## src/rtl/mdu_seq_if.sv

```systemverilog
// mdu_seq_if: issue/complete handshake between the execute stage and the
// iterative RV32M multiply/divide unit. The pipeline side is the master.
interface mdu_seq_if #(
    parameter int XLEN = 32
);
    logic            start;
    logic            kill;
    logic [2:0]      op;
    logic [XLEN-1:0] rs1;
    logic [XLEN-1:0] rs2;
    logic            busy;
    logic            done;
    logic [XLEN-1:0] result;

    modport master (
        output start, kill, op, rs1, rs2,
        input  busy, done, result
    );

    modport slave (
        input  start, kill, op, rs1, rs2,
        output busy, done, result
    );
endinterface

```

## src/rtl/mdu_seq.sv

```systemverilog
// mdu_seq: iterative RV32M multiply/divide unit.
// Multiplies use radix-2 shift-add and divides use radix-2 restoring division,
// both over 32 CALC cycles on operand magnitudes, with the sign applied in FIX.
// Divide-by-zero and signed-overflow divides skip CALC and complete in one cycle.
// Optional build macro MDU_FAST_MUL_EN: multiplies use one combinational
// 33x33 signed multiplier and complete in one cycle like the special cases.
module mdu_seq #(
    parameter int XLEN = 32
) (
    input logic       clk,
    input logic       rst,
    mdu_seq_if.slave  bus
);

    localparam logic [2:0] OP_MUL    = 3'b000;
    localparam logic [2:0] OP_MULH   = 3'b001;
    localparam logic [2:0] OP_MULHU  = 3'b011;
    localparam logic [2:0] OP_DIV    = 3'b100;
    localparam logic [2:0] OP_DIVU   = 3'b101;
    localparam logic [2:0] OP_REM    = 3'b110;
    localparam logic [2:0] OP_REMU   = 3'b111;

    localparam logic [XLEN-1:0] MIN_INT = {1'b1, {(XLEN-1){1'b0}}};
    localparam logic [5:0]      LAST_CNT = 6'(XLEN-1);

    typedef enum logic [1:0] {
        IDLE,
        CALC,
        FIX
    } state_t;

    state_t state, state_next;

    // Latched operation context
    logic [2:0]        op_q;
    logic              neg_q;
    logic              direct_q;
    logic [XLEN-1:0]   direct_res_q;
    logic [5:0]        cnt;

    // Shared datapath: product / {unused, quotient} in acc, divisor or multiplicand in opnd
    logic [2*XLEN-1:0] acc;
    logic [XLEN-1:0]   opnd;
    logic [XLEN:0]     rem;

    logic [XLEN-1:0]   result_q;
    logic              done_q;

    // Issue-time decode
    logic              accept;
    logic              a_signed, b_signed;
    logic              a_neg, b_neg, res_neg;
    logic [XLEN-1:0]   a_mag, b_mag;
    logic              direct;
    logic [XLEN-1:0]   direct_res;

    // Iteration helpers
    logic [XLEN:0]     mul_sum;
    logic [XLEN+1:0]   div_shift;
    logic [XLEN+1:0]   div_diff;
    logic              div_ge;

    // Completion helpers
    logic [2*XLEN-1:0] mul_full;
    logic [XLEN-1:0]   mul_word, quo_word, rem_word, div_word, final_word;

    assign accept   = (state == IDLE) && bus.start && !bus.kill;

    // MULHSU treats only rs1 as signed; MULHU/DIVU/REMU are fully unsigned
    assign a_signed = (bus.op != OP_MULHU) && (bus.op != OP_DIVU) && (bus.op != OP_REMU);
    assign b_signed = (bus.op == OP_MUL) || (bus.op == OP_MULH) ||
                      (bus.op == OP_DIV) || (bus.op == OP_REM);
    assign a_neg    = a_signed & bus.rs1[XLEN-1];
    assign b_neg    = b_signed & bus.rs2[XLEN-1];
    assign a_mag    = a_neg ? -bus.rs1 : bus.rs1;
    assign b_mag    = b_neg ? -bus.rs2 : bus.rs2;
    // Remainder follows the dividend; quotient and product follow the XOR
    assign res_neg  = (bus.op == OP_REM) ? a_neg : (a_neg ^ b_neg);

`ifdef MDU_FAST_MUL_EN
    logic [2*XLEN-1:0] fast_a, fast_b, fast_prod;

    // Sign-extended operands; the low 2*XLEN bits equal the 33x33 signed product
    assign fast_a    = {{XLEN{a_signed & bus.rs1[XLEN-1]}}, bus.rs1};
    assign fast_b    = {{XLEN{b_signed & bus.rs2[XLEN-1]}}, bus.rs2};
    assign fast_prod = fast_a * fast_b;
`endif

    // Detect operations that finish without iterating and compute their result
    always_comb begin
        direct     = 1'b0;
        direct_res = '0;
        if (bus.op[2]) begin
            if (bus.rs2 == '0) begin
                direct     = 1'b1;
                direct_res = bus.op[1] ? bus.rs1 : '1;
            end else if (!bus.op[0] && (bus.rs1 == MIN_INT) && (bus.rs2 == '1)) begin
                direct     = 1'b1;
                direct_res = bus.op[1] ? '0 : MIN_INT;
            end
        end
`ifdef MDU_FAST_MUL_EN
        else begin
            direct     = 1'b1;
            direct_res = (bus.op == OP_MUL) ? fast_prod[XLEN-1:0] : fast_prod[2*XLEN-1:XLEN];
        end
`endif
    end

    // State register
    always_ff @(posedge clk or posedge rst) begin
        if (rst) begin
            state <= IDLE;
        end else begin
            state <= state_next;
        end
    end

    // Next-state logic; kill always returns to IDLE and drops any start
    always_comb begin
        state_next = state;
        case (state)
            IDLE: if (accept) state_next = direct ? FIX : CALC;
            CALC: if (cnt == LAST_CNT) state_next = FIX;
            FIX:  state_next = IDLE;
            default: state_next = IDLE;
        endcase
        if (bus.kill) begin
            state_next = IDLE;
        end
    end

    // One shift-add step and one restoring-division step
    always_comb begin
        mul_sum   = {1'b0, acc[2*XLEN-1:XLEN]} + (acc[0] ? {1'b0, opnd} : '0);
        div_shift = {rem, acc[XLEN-1]};
        div_diff  = div_shift - {2'b00, opnd};
        div_ge    = ~div_diff[XLEN+1];
    end

    // Operand capture at issue and iteration during CALC
    always_ff @(posedge clk or posedge rst) begin
        if (rst) begin
            op_q         <= '0;
            neg_q        <= 1'b0;
            direct_q     <= 1'b0;
            direct_res_q <= '0;
            cnt          <= '0;
            acc          <= '0;
            opnd         <= '0;
            rem          <= '0;
        end else if (accept) begin
            op_q         <= bus.op;
            neg_q        <= res_neg;
            direct_q     <= direct;
            direct_res_q <= direct_res;
            cnt          <= '0;
            rem          <= '0;
            if (bus.op[2]) begin
                acc  <= {{XLEN{1'b0}}, a_mag};
                opnd <= b_mag;
            end else begin
                acc  <= {{XLEN{1'b0}}, b_mag};
                opnd <= a_mag;
            end
        end else if (state == CALC) begin
            cnt <= cnt + 6'd1;
            if (op_q[2]) begin
                acc <= {acc[2*XLEN-1:XLEN], acc[XLEN-2:0], div_ge};
                rem <= div_ge ? div_diff[XLEN:0] : div_shift[XLEN:0];
            end else begin
                acc <= {mul_sum, acc[XLEN-1:1]};
            end
        end
    end

    // Sign correction and word selection for the final result
    always_comb begin
        mul_full   = neg_q ? -acc : acc;
        mul_word   = (op_q == OP_MUL) ? mul_full[XLEN-1:0] : mul_full[2*XLEN-1:XLEN];
        quo_word   = neg_q ? -acc[XLEN-1:0] : acc[XLEN-1:0];
        rem_word   = neg_q ? -rem[XLEN-1:0] : rem[XLEN-1:0];
        div_word   = op_q[1] ? rem_word : quo_word;
        final_word = mul_word;
        if (direct_q) begin
            final_word = direct_res_q;
        end else if (op_q[2]) begin
            final_word = div_word;
        end
    end

    // Register the result and pulse done on leaving FIX unless killed
    always_ff @(posedge clk or posedge rst) begin
        if (rst) begin
            done_q   <= 1'b0;
            result_q <= '0;
        end else begin
            done_q <= 1'b0;
            if ((state == FIX) && !bus.kill) begin
                done_q   <= 1'b1;
                result_q <= final_word;
            end
        end
    end

    assign bus.busy   = (state != IDLE);
    assign bus.done   = done_q;
    assign bus.result = result_q;

endmodule
```

## src/flat_wrapper.sv

```systemverilog
// flat-port wrapper written by rule: the top's interface ports become plain ports
module mdu_seq_flat 
#(
    parameter int XLEN = 32
)
  (clk, rst, bus_start, bus_kill, bus_op, bus_rs1, bus_rs2, bus_busy, bus_done, bus_result);
  mdu_seq_if #(.XLEN(XLEN)) bus_i ();
  input logic clk;
  input logic rst;
  input wire logic [$bits(bus_i.start)-1:0] bus_start;
  input wire logic [$bits(bus_i.kill)-1:0] bus_kill;
  input wire logic [$bits(bus_i.op)-1:0] bus_op;
  input wire logic [$bits(bus_i.rs1)-1:0] bus_rs1;
  input wire logic [$bits(bus_i.rs2)-1:0] bus_rs2;
  output wire logic [$bits(bus_i.busy)-1:0] bus_busy;
  output wire logic [$bits(bus_i.done)-1:0] bus_done;
  output wire logic [$bits(bus_i.result)-1:0] bus_result;
  assign bus_i.start = bus_start;
  assign bus_i.kill = bus_kill;
  assign bus_i.op = bus_op;
  assign bus_i.rs1 = bus_rs1;
  assign bus_i.rs2 = bus_rs2;
  assign bus_busy = bus_i.busy;
  assign bus_done = bus_i.done;
  assign bus_result = bus_i.result;
  mdu_seq #(.XLEN(XLEN)) u_core (.clk(clk), .rst(rst), .bus(bus_i));
endmodule
```

## config.mk

```make
export PLATFORM = sky130hd
export DESIGN_NAME = mdu_seq_flat
export DESIGN_NICKNAME = d
export VERILOG_FILES = /design/src/rtl/mdu_seq_if.sv /design/src/rtl/mdu_seq.sv /design/src/flat_wrapper.sv
export SDC_FILE = /design/constraint.sdc
export NUM_CORES = 1
export LEC_CHECK = 0
export ABC_AREA = 1
export BUFFER_PORTS_ARGS = -buffer_cell sky130_fd_sc_hd__buf_2
export CORE_MARGIN = 4
export CORE_UTILIZATION = 25
export DETAILED_ROUTE_END_ITERATION = 6
export GPL_TIMING_DRIVEN = 0
export HOLD_SLACK_MARGIN = 0.1
export PLACE_DENSITY = 0.45
export SLEW_MARGIN = 40
export SYNTH_ARGS = -nofsm -noshare
export SYNTH_HDL_FRONTEND = slang
export SYNTH_SLANG_ARGS = --single-unit
```

## constraint.sdc

```tcl
create_clock -name clk -period 6.9 [get_ports clk]
set_input_delay 1.38 -clock clk [delete_from_list [all_inputs] [get_ports clk]]
set_output_delay 1.38 -clock clk [all_outputs]
set_load 0.01 [all_outputs]
```

==> results.py <==
metrics = {
    "job": {
        "drv.max_cap_violation_count": 0,
    },
    "cells_and_area": {
        "sequential_cell_area_um2": 5180,
        "fin_nets": 3597,
        "layout-drive-gt1-share_pct": 8.75,
        "final_util_pct": 28.9,
        "area_taken_by_multi_input_logic_gates_um2": 12800,
        "post-route-cell-area_um2": 23300,
        "area_growth_syn_to_layout_pct": 15.1,
        "fill_cells": 9271,
        "fin_cells": 4537,
    },
    "power": {
        "power-per-cell-area_nw_per_um2": 436,
        "clockPowerShare_pct": 15.4,
        "power.switching_mw": 5.71,
        "cell_internal_pwr_mw": 4.44,
        "vdd.ir_drop.worst_mv": 0.179,
        "design_power_total_mw": 10.1,
        "total_leakage_power_nw": 11.5,
        "seq_power_share_pct": 22.3,
        "p_sw_share_pct": 56.2,
        "p_comb_share_pct": 62.4,
    },
    "timing": {
        "tns_ps": 0,
        "slew_headroom_pct": 42.5,
        "min_period_over_period_pct": 52.5,
        "timing.clock.skew_ps": 57.8,
        "period_needed_ps": 3620,
        "worst_pin_slew_ps": 862,
        "report.final.hold_viol_count": 0,
        "final-max-slew-violation-count": 0,
        "grt_setup_unrepaired": "false",
        "fmax_mhz": 276,
        "fin_worst_hold_slack_ps": 461,
        "setup_viol": 0,
        "final.setup.worst_slack_ps": 3280,
    },
    "placement": {
        "dpl.hpwl_um": 87000,
        "numPlacedInstances": 4484,
        "numPortBuffers": 104,
        "placedInstanceArea_um2": 22300,
        "dpl_worst_slack_ps": 3150,
        "place_congestion": 0.986,
    },
    "synth": {
        "ys.flop_type": "dfrtp_1",
        "synth_cell_type_count": 55,
        "postSynth.asyncResetShare_pct": 100,
        "syn-num-nets": 3453,
        "syn_area_per_cell_um2": 6.11,
        "synthCells": 3310,
        "yosys_warnings": 0,
        "yosysTopAreaCellShare_pct": 25.6,
        "post_synth_instance_area_um2": 20200,
        "synthesized_flop_and_latch_total": 207,
        "synth_enable_flop_cells": 0,
        "synth_seq_area_share_pct": 25.6,
        "ys_top_cells_by_area": "dfrtp_1, nand2_1, nand3_1",
        "yosys.area.top_type": "dfrtp_1",
    },
    "route": {
        "detail-route-antenna-nets": 0,
        "route.final.wire_length_um": 105000,
        "route.detailed.wl_per_inst_um": 23.1,
        "first_iter_violations": 2064,
        "firstDrtPassIters": 6,
        "drc": 0,
        "avgViaCountPerCell": 5.05,
        "number_of_vias_in_the_routed_layout": 22900,
    },
    "global_route": {
        "grt.overflow.total": 0,
        "number_of_global_route_vias_before_repair": 21700,
        "grt_antenna_before_repair": 2,
        "wire_length_of_the_first_global_routing_pass_um": 149000,
        "track_usage_pct": 23.5,
        "grt_start_max_net_pins": 23,
    },
    "die": {
        "core_um2": 80400,
        "die_w_um": 292,
        "placement_rows": 104,
        "chipHeight_um": 292,
        "dieArea_um2": 85500,
        "starting_density_pct": 25.1,
        "io-pin-count": 105,
    },
    "setup_path": {
        "critical_path.endpoint_type": "flip-flop",
        "path_delay_family": "compound AO/OA/AOI/OAI gates",
        "cell_with_the_largest_stage_delay_on_the_worst_path": "o21ai_0",
        "required_ps": 7330,
        "startpoint_type": "flip-flop",
        "critical_path.n_buffers_inverters": 5,
        "crit_path_max_fanout": 10,
        "max_stage_delay_ps": 420,
        "cp_class": "flip-flop to flip-flop",
        "cp_cell_sequence": "buf_2 > clkbuf_1 > nand2_1 > inv_1 > ha_1 > inv_1 > fa_1 > inv_1 > nand2_1 > o21ai_2 > a21boi_0 > o21ai_0 > nand3_1 > nand3_1 > a21oi_1 > o21ai_0 > o21ai_0",
        "critical_path_arrival_ps": 4050,
    },
    "clock_tree": {
        "number_of_gates_resized_after_cts": 0,
        "htree_num_levels": 1,
        "clock-sinks": 207,
        "cts_hold_buf": 0,
        "worst_setup_hold_path_clk_slew_ps": 60,
        "post_cts.repair.setup_buffers": 0,
        "numCtsBuffers": 28,
        "cts-root-buf": "clkbuf_16",
        "clk-insertion-delay-late_ps": 620,
        "maximum_buffer_depth_of_the_clock_tree": 3,
        "clock_tree_from_tritoncts": "done",
    },
    "min_path": {
        "timing.hold.worst.class": "flip-flop to flip-flop",
    },
    "outcome": {
        "status": "finished, final reports clean",
    },
}
power by group through the flow:
stage	Clock, mW	Sequential (mW)	Combinational, mW
after floorplan	0	1.96	4.14
after global placement	0	2.24	6.21
after detailed placement	0	2.24	6.19
after CTS	1.59	2.22	6.22
after global routing	1.63	2.28	6.93
final	1.56	2.26	6.33
flip-flops by register name, summed over array words and instances, names as in the netlist:
| signal | cells |
|---|---|
| u_core.acc | 64 |
| u_core.bus.result | 32 |
| u_core.direct_q | 1 |
| u_core.rem | 33 |
| u_core.bus.done | 1 |
| u_core.neg_q | 1 |
| u_core.cnt | 6 |
| u_core.direct_res_q | 32 |
| u_core.op_q | 3 |
| u_core.state | 2 |
| u_core.opnd | 32 |
layout by cell type (no fill, tap or decap), types with 7 or more instances in the layout:
| cell | count |
|---|---|
| o221ai_1 | 16 |
| clkbuf_1 | 70 |
| o21ai_0 | 200 |
| inv_2 | 12 |
| nor3_1 | 37 |
| a221oi_1 | 23 |
| clkbuf_16 | 28 |
| ha_1 | 70 |
| nand4_1 | 40 |
| nand2_4 | 7 |
| o21ai_1 | 8 |
| xor2_1 | 71 |
| nor2_1 | 325 |
| buf_1 | 10 |
| buf_12 | 9 |
| dfrtp_1 | 207 |
| nand2_1 | 974 |
| buf_2 | 137 |
| nor2_4 | 7 |
| and3_1 | 7 |
| a21oi_1 | 154 |
| nand2_2 | 39 |
| or2_2 | 9 |
| nand3b_1 | 14 |
| xnor2_1 | 29 |
| a22oi_1 | 13 |
| o211ai_1 | 34 |
| inv_1 | 437 |
| nor2_2 | 11 |
| nand3_1 | 339 |
| o22ai_1 | 45 |
| o21bai_1 | 8 |
synthesized netlist by cell type (all sizes together), types with 9 or more instances:
library cell / n
nand4: 40
nand3b: 14
nand3: 345
a221oi: 23
o221ai: 16
ha: 70
xor2: 71
xnor2: 29
or2: 9
a21oi: 155
buf: 49
nor3: 40
o21ai: 212
a22oi: 13
nand2: 1023
clkbuf: 65
dfrtp: 207
o211ai: 34
o22ai: 45
inv: 450
nor2: 343
worst reg2reg max path, cell delays in order, from the launching register on:
cell and delay (ps):
dfrtp_1 330, buf_2 210, clkbuf_1 320, nand2_1 100
inv_1 130, ha_1 200, inv_1 60, fa_1 360
inv_1 70, nand2_1 80, o21ai_2 250, a21boi_0 160
o21ai_0 420, nand3_1 140, nand3_1 210, a21oi_1 90
o21ai_0 170, o21ai_0 150
cells by family (layout without fill, tap and decap cells):
family                     after synthesis  count (layout)  synth area share (%)
adders and majority gates               72              72                  4.53
AOI/OAI and AO/OA                      537             537                  15.5
other                                    0               2                     0
buffers and inverters                  567             732                  11.0
xor gates and xnor gates               100             100                  4.33
DFF                                    207             207                  25.6
and+or+nand+nor                       1827            1827                  39.0
worst paths after layout:
kind / startpoint / to / slack [ps] / cells past startpoint
setup / recovery: u_core.acc[0] / u_core.acc[55] / 3280 / 17
hold / removal: u_core.cnt[5] / u_core.cnt[5] / 460 / 1
setup reg to reg: u_core.acc[0] / u_core.acc[55] / 3280 / 17
hold reg to reg: u_core.cnt[5] / u_core.cnt[5] / 460 / 1
max in group asynchronous: rst / u_core.direct_res_q[5] / 4810 / 7
min in group asynchronous: rst / u_core.acc[34] / 810 / 2
final cells by class:
type,count,share of cell area (%)
tap,1060,5.70
multi-input combinational,2536,55.1
sequential,207,22.3
clock inverter,11,0.720
timing repair buffer,114,3.23
inverter,453,7.33
clock buffer,40,3.38
antenna,2,0.0215
buffer,114,2.30
layer usage:
metal	up-vias	GRT usage, %	wire, um
li1	11100	-	-
met1	10800	32.6	47400
met2	862	35.4	44000
met3	156	4.27	7490
met4	0	11.1	5930
met5	-	0	0
Note: power is estimated with default switching activity, not from simulation.
